$ cat config.mk
export PLATFORM = sky130hd
export DESIGN_NAME = prog_load_mem
export DESIGN_NICKNAME = d
export VERILOG_FILES = /design/src/rtl/prog_load_mem.sv
export SDC_FILE = /design/constraint.sdc
export NUM_CORES = 1
export LEC_CHECK = 0
export CAP_MARGIN = 0
export CORE_UTILIZATION = 50
export CTS_CLUSTER_DIAMETER = 80
export DETAILED_ROUTE_END_ITERATION = 16
export HOLD_SLACK_MARGIN = 0.15
export PLACE_DENSITY = 0.66
export SLEW_MARGIN = 10
export SYNTH_ARGS = -nofsm -noshare
export SYNTH_HDL_FRONTEND = slang
export SYNTH_SLANG_ARGS = --single-unit
$ cat constraint.sdc
create_clock -name clk -period 3.1 [get_ports clk]
set_input_delay 0.62 -clock clk [delete_from_list [all_inputs] [get_ports clk]]
set_output_delay 0.62 -clock clk [all_outputs]
set_load 0.005 [all_outputs]
$ cat src/rtl/prog_load_mem.sv
// Program-load memory: valid/ready word loader with count, checksum and overflow
// tracking, plus a registered fetch port enabled once a load session completes.
module prog_load_mem #(
  parameter int unsigned DATA_W = 16,
  parameter int unsigned DEPTH  = 64,
  parameter int unsigned ADDR_W = 6
) (
  input  logic              clk,
  input  logic              reset,
  input  logic              load_en,
  input  logic [DATA_W-1:0] prog_in,
  input  logic              prog_valid,
  output logic              prog_ready,
  input  logic              fetch_en,
  input  logic [ADDR_W-1:0] fetch_addr,
  output logic [DATA_W-1:0] fetch_data,
  output logic              fetch_valid,
  output logic [ADDR_W:0]   word_count,
  output logic [DATA_W-1:0] checksum,
  output logic              overflow,
  output logic              load_done,
  output logic              mem_ready
);

  typedef enum logic [1:0] {IDLE, LOAD, READY} state_t;

  localparam logic [ADDR_W:0] FULL_CNT = (ADDR_W+1)'(DEPTH);

  state_t            state;
  logic [DATA_W-1:0] mem [DEPTH];
  logic [ADDR_W-1:0] ptr;
  logic              full;
  logic              accept;
  logic              reload;
  logic              in_range;

  assign full       = (word_count == FULL_CNT);
  assign prog_ready = (state == LOAD) && load_en && !full;
  assign accept     = prog_valid && prog_ready;
  // Fetches on the reload transition edge are dropped even though mem_ready is still high.
  assign reload     = (state == READY) && load_en;
  assign in_range   = ({1'b0, fetch_addr} < word_count);

  always_ff @(posedge clk) begin
    if (accept) mem[ptr] <= prog_in;
  end

  always_ff @(posedge clk or negedge reset) begin
    if (!reset) begin
      state       <= IDLE;
      ptr         <= '0;
      word_count  <= '0;
      checksum    <= '0;
      overflow    <= 1'b0;
      load_done   <= 1'b0;
      mem_ready   <= 1'b0;
      fetch_valid <= 1'b0;
      fetch_data  <= '0;
    end else begin
      load_done <= 1'b0;
      case (state)
        IDLE, READY: begin
          if (load_en) begin
            state      <= LOAD;
            ptr        <= '0;
            word_count <= '0;
            checksum   <= '0;
            overflow   <= 1'b0;
            mem_ready  <= 1'b0;
          end
        end
        LOAD: begin
          if (!load_en) begin
            state     <= READY;
            load_done <= 1'b1;
            mem_ready <= 1'b1;
          end else if (prog_valid) begin
            if (full) begin
              overflow <= 1'b1;
            end else begin
              ptr        <= ptr + 1'b1;
              word_count <= word_count + 1'b1;
              checksum   <= checksum + prog_in;
            end
          end
        end
        default: state <= IDLE;
      endcase

      if (fetch_en && mem_ready && !reload) begin
        fetch_valid <= 1'b1;
        fetch_data  <= in_range ? mem[fetch_addr] : '0;
      end else begin
        fetch_valid <= 1'b0;
      end
    end
  end

endmodule

* After elaboration in Yosys (flattened, before gate mapping)
Memory sizes are Yosys's and may differ from the RTL's. Index checks and enable logic that the tools add are counted.
Storage, ports and cells: register bits after elaboration 51, bits in latches 0, RAM bits 1024, bits in read-only memories 0, input port bits 27, output and inout port bits 44, word-level logic and storage cells 69, memories 1
Operators by class: add/sub/neg operators 3, $mul 0, divide/modulo/power cells 0, order comparisons 1, equal/unequal tests 9, shift-type cells 0, multiplexer cells 31, bitwise operators 0, reductions and logical operators 15
Memories:
- mem | words 64, bits a word 16, read ports 1, clocked after Yosys merged registers in 0, write ports 1, line 30 | logic [DATA_W-1:0] mem [DEPTH];
Operator list (count):
- 16-bit two-way mux | 5
- 16-bit case mux with 2 select lines | 1
- 7-bit two-way mux | 4
- 6-bit two-way mux | 4
- 16-bit adder | 1
- 7-bit case mux with 2 select lines | 1
- 2-bit != test, second input constant | 6
- 6-bit case mux with 2 select lines | 1
- 1-bit two-way mux | 10
- 5-bit AND reduction | 2
- 7-bit by 1-bit adder with 7-bit output, second input constant | 1
- 7-bit equality test, second input constant | 1
- 6-bit by 7-bit < comparator with 1-bit output | 1
- 6-bit by 1-bit adder with 6-bit output, second input constant | 1
- 1-bit logical AND | 6
- 2-bit two-way mux | 2
- 1-bit case mux with 2 select lines | 2
- 2-bit case mux with 2 select lines | 1
- 3-bit AND reduction | 1
- 2-bit by 1-bit equality test with 1-bit output, second input constant | 1
- 2-bit equality test, second input constant | 1
- 1-bit zero test | 2
- 2-bit zero test | 1
- 2-bit AND reduction | 1
- 2 further kinds | 2

* Depth between registers and ports, before layout
Gate-level depths: netlist of the first run.
depth after elaboration 6, mapped depth 11, mapped depth without buffers 10

* Least setup slack after synthesis of the first run
Ideal clock, no wire load.
path type input to register, start point input load_en, end point memory mem[62][0], enable pin, arrival time 2325 ps, data required time 2711 ps, slack 387 ps, stages 5, path through buf_2 > nand2_1 > nor2_1 > nand4b_1 > nor2_1
On the way: cells in the longest elaborated chain, start to end 5
RTL lines:
- from (decl) | line 10 | input logic load_en,
- 1-bit logical AND (2 in a row) | line 38 | assign prog_ready = (state == LOAD) && load_en && !full;
- 1-bit logical AND | line 39 | assign accept = prog_valid && prog_ready;
- 1-bit two-way mux | line 45 | if (accept) mem[ptr] <= prog_in;
- 1-bit two-way mux (not written as such) | line 45
- to (decl) | line 30
Every way passes these cells.

* Final worst setup path of the first run
start point register word_count[0], end point output prog_ready
On the way: cells in the longest elaborated chain, start to end 3
RTL lines:
- from (decl) | line 18 | output logic [ADDR_W:0] word_count,
- from (signal assigned) | line 82 | word_count <= word_count + 1'b1;
- 7-bit equality test | line 37 | assign full = (word_count == FULL_CNT);
- 1-bit zero test | line 38
- 1-bit logical AND | line 38
- to (decl) | line 13 | output logic prog_ready,
Every way passes these cells.

==> impl_metrics.csv, run 1 <==
group,metric,value,unit
floorplan,io-pin-count,71,
logic_synthesis,synth_ff_type,"edfxtp_1",
worst_hold_path,whs_endpoint,"mem[55][3]$_DFFE_PP_",
detailed_routing,route.detailed.drc,0,
clocking,cts-root-buf,"clkbuf_16",
setup_path,critPathBufInv,2,
detailed_routing,top_layer_used,"met5",
detailed_routing,drt_iter0_markers,2566,
timing,hold_viol,0,
logic_synthesis,yosysSeqAreaShare,75.55,%
place,place_worst_setup_slack,-0.1667,ns
floorplan,die_area,0.08595,mm^2
logic_synthesis,synth-edff-count,1024,
clocking,htree_levels,3,
final_layout,multi_input_area,0.009602,mm^2
final_layout,stdcell_count,3787,
setup_path,reg2reg_depth,8,
timing,hold_ws,0.3014,ns
global_routing,grt_max_degree,65,
setup_path,rr_startpoint,"word_count[0]$_DFFE_PN0P_",
power,swShare,21.81,%
power,power,30.98,mW
clocking,clkSinkCount,1075,
clocking,cts_buffers,108,
logic_synthesis,yosys_register_bits,1075,
power,pwr_density_cell,625.8,mW/mm^2
floorplan,dieHeight,293.2,um
timing,layout_min_cycle_time,2.964,ns
timing,worst_slew_pin_slew,0.8912,ns
detailed_routing,wirelength,105.0,mm
place,gp_congestion,0.9399,
detailed_routing,drtPass1Iterations,6,
final_layout,regArea,0.03203,mm^2
timing,fin_crit_sh,95.63,%
clocking,clockBufferDepth,3,
timing,rsz0062_at_grt,"false",
logic_synthesis,syn_area_per_cell,18.46,um^2
global_routing,track_usage,24.62,%
final_layout,post-route-util,59.05,%
final_layout,fin_area,0.04950,mm^2
setup_path,r2r_setup_slack,0.37,ns
clocking,clock_latency,0.69,ns
place,place_inst,3579,
power,pwr-share-seq,52.1,%
setup_path,critical_path_class,"register to output pin",
timing,report.final.slew_viol_count,0,
final_layout,fillers,6144,
timing,tns,0,ns
logic_synthesis,ys_warn_count,0,
timing,finalSetupViolCount,0,
power,p_switching,6.757,mW
setup_path,cpLargestDelayFamily,"buffers and inverters",
setup_path,reg2reg_to,"mem[48][8]$_DFFE_PP_",
detailed_routing,wl_met1,44.30,mm
setup_path,arrival,2.34,ns
setup_path,cp_slowest_cell,"clkdlybuf4s50_1",
power,pwr-share-clk,41.4,%
floorplan,rows,106,
setup_path,max_stage_delay,0.51,ns
logic_synthesis,synthCells,2296,
clocking,clkTransAtPathRegs,0.06,ns
global_routing,grt_pass1_vias,22630,
detailed_routing,routed-wl-met3,9.354,mm
final_layout,nets,2607,
timing,fin_worst_skew,0.05389,ns
floorplan,core_area,0.08382,mm^2
place,post_dp_cell_area,0.04595,mm^2
global_routing,antenna_found_initial,4,
detailed_routing,met2_length,48.46,mm
setup_path,cp.required,2.48,ns
logic_synthesis,synth_area,0.04239,mm^2
detailed_routing,ant_nets,0,
place,dpl.hpwl,68.03,mm
worst_hold_path,hp-start,"prog_in[3]",
setup_path,end_kind,"output pin",
setup_path,critPathLaunchType,"register",
global_routing,grt_pass1_wl,153.5,mm
timing,max_freq,337.3,MHz
final_layout,area_delta_synth_final,16.77,%
power,intPower,24.22,mW
detailed_routing,routedWlPerCell,27.72,um
setup_path,worstPathCellList,"inv_1 > ha_1 > nand3_1 > and3_1 > clkdlybuf4s50_1",
timing,finalWorstSetupSlack,0.1356,ns
timing,max_slew_margin,40.59,%
power,power_leakage,17.08,nW
global_routing,grt-ovfl-total,0,
worst_hold_path,hold_path_class,"input port to register",
worst_hold_path,holdPathStages,1,
setup_path,path_max_fanout,6,
power,combPwrFrac,6.5,%
floorplan,fp.dieW,293.2,um
run_status,status,"completed",
detailed_routing,vias_per_cell,6.037,
power,ir_drop,0.0004849,V
logic_synthesis,syn_nets,2347,
job,cap_violations,0,
place,io_buffers,70,
detailed_routing,vias,22860,
clocking,cts_tree,"built",
final_layout,drive_above_1_share,18.56,%
logic_synthesis,async_flop_share,4.744,%
floorplan,start_util,50.57,%
logic_synthesis,ys_types,61,
==> flip-flops by register name, summed over array words and instances, names as in the netlist <==
signal	flops
state	2
word_count	7
mem	1024
load_done	1
fetch_data	16
ptr	6
checksum	16
overflow	1
fetch_valid	1
mem_ready	1
==> power by group through the flow <==
stage	clock [mW]	sequential (mW)	combinational, mW
2_1_floorplan	0	16.4	1.03
3_3_place_gp	0	16.4	1.99
3_5_place_dp	0	16.4	2.02
4_1_cts	13.0	16.1	2.03
5_1_grt	13.5	16.1	2.16
6_report	12.8	16.1	2.03
==> worst register-to-register path, cell delays in order, from the launching register on <==
cell and delay, ns:
dfrtp_1 0.47, inv_1 0.10, ha_1 0.21, nand3_1 0.17, nand4_1 0.24, nor2_1 0.29
nand2_1 0.39, nor2_1 0.22, buf_4 0.29
==> final cells by class <==
cell class / count / share of cell area (%)
clock inverters: 58 / 1.145
diodes: 2 / 0.01011
flip-flops and latches: 1075 / 64.70
clock buffers: 147 / 5.983
well taps: 1134 / 2.866
multi-input cells: 1081 / 19.40
repair buffers: 278 / 5.806
inverters: 12 / 0.09100
==> cells in the mapped netlist (3+ instances only) <==
| master | number | area share [%] |
|---|---|---|
| a31oi_1 | 3 | 0.044 |
| a32oi_1 | 11 | 0.23 |
| o211ai_1 | 3 | 0.053 |
| buf_4 | 34 | 0.60 |
| xnor2_1 | 10 | 0.21 |
| ha_1 | 23 | 0.68 |
| o22ai_1 | 55 | 0.81 |
| or3_1 | 3 | 0.044 |
| nor3_1 | 8 | 0.094 |
| nor2b_1 | 12 | 0.18 |
| a211oi_1 | 3 | 0.053 |
| and3_1 | 3 | 0.044 |
| inv_1 | 12 | 0.11 |
| mux2i_1 | 332 | 7.8 |
| clkbuf_1 | 31 | 0.27 |
| and2_1 | 5 | 0.074 |
| a31o_1 | 3 | 0.062 |
| nand3_1 | 82 | 0.97 |
| buf_2 | 40 | 0.47 |
| nand4_1 | 6 | 0.089 |
| buf_6 | 11 | 0.29 |
| a21oi_1 | 35 | 0.41 |
| dfrtp_1 | 51 | 3.0 |
| nor2_1 | 96 | 0.85 |
| xor2_1 | 8 | 0.17 |
| o21ai_0 | 17 | 0.20 |
| buf_1 | 10 | 0.089 |
| a22oi_1 | 120 | 2.1 |
| a221oi_1 | 14 | 0.29 |
| a22o_1 | 22 | 0.45 |
| nand3b_1 | 6 | 0.11 |
| or4_1 | 11 | 0.19 |
| a21o_1 | 17 | 0.30 |
| edfxtp_1 | 1024 | 73 |
| nand2_1 | 45 | 0.40 |
| o21a_1 | 3 | 0.053 |
| mux4_2 | 90 | 4.8 |
==> layer usage <==
| layer | global-route usage [%] | up-vias |
|---|---|---|
| met5 | 0 | - |
| met4 | 7.076 | 4 |
| met3 | 5.174 | 166 |
| met2 | 38.04 | 983 |
| met1 | 35.59 | 11850 |
| li1 | - | 9863 |
==> how the worst max path moves through the flow <==
stage                                    from  slack (ns)  depth (start not counted)                        end
global route        word_count[0]$_DFFE_PN0P_        0.06                          5                 prog_ready
finish              word_count[0]$_DFFE_PN0P_        0.14                          5                 prog_ready
detailed placement              fetch_addr[4]       -0.17                         10  fetch_data[1]$_DFFE_PN0P_
global placement                fetch_addr[4]       -0.10                         10  fetch_data[1]$_DFFE_PN0P_
CTS                 word_count[3]$_DFFE_PN0P_        0.09                          4                 prog_ready
floorplan                             load_en        0.39                          5       mem[62][0]$_DFFE_PP_
==> cell usage in the layout, fill, tap and decap left out, types with 19 or more instances in the layout <==
| cell | count |
|---|---|
| edfxtp_1 | 1024 |
| mux2i_1 | 332 |
| buf_4 | 152 |
| a22oi_1 | 120 |
| clkbuf_16 | 110 |
| nor2_1 | 94 |
| mux4_2 | 90 |
| nand3_1 | 82 |
| o22ai_1 | 55 |
| buf_12 | 55 |
| dfrtp_1 | 51 |
| clkdlybuf4s50_1 | 51 |
| nand2_1 | 45 |
| a21oi_1 | 35 |
| clkbuf_1 | 30 |
| ha_1 | 23 |
| a22o_1 | 22 |
| clkinv_1 | 19 |
==> cells by family (layout without fill, tap and decap cells) <==
| family | count (synthesis) | in the layout | synth area share (%) |
|---|---|---|---|
| adder cells (fa/ha/maj) | 24 | 24 | 0.7261 |
| AND/OR/NAND/NOR | 295 | 295 | 3.418 |
| buffers and inverters | 140 | 495 | 1.889 |
| other | 0 | 2 | 0 |
| multiplexers | 422 | 422 | 12.62 |
| flip-flops | 1075 | 1075 | 75.55 |
| AO/OA/AOI/OAI | 322 | 322 | 5.425 |
| XOR/XNOR | 18 | 18 | 0.3719 |
==> timing repair <==
item / 4_1_cts / 5_1_grt
setup buffers: 0 / 0
endpoints found under the hold margin: 20 / 0
hold buffers: 1 / 0
resized for setup: 0 / 1
setup endpoints to repair: 0 / 1
Power figures use the tool's default switching activity.
==> run 2: changes to the inputs <==
--- a/config.mk
+++ b/config.mk
@@ -9,7 +9,7 @@
 export CORE_UTILIZATION = 50
 export CTS_CLUSTER_DIAMETER = 80
 export DETAILED_ROUTE_END_ITERATION = 16
-export HOLD_SLACK_MARGIN = 0.15
+export HOLD_SLACK_MARGIN = 0.12
 export PLACE_DENSITY = 0.66
 export SLEW_MARGIN = 10
 export SYNTH_ARGS = -nofsm -noshare
==> results of run 2 <==
Final layout, timing and power as in run 1 (identical DEF).
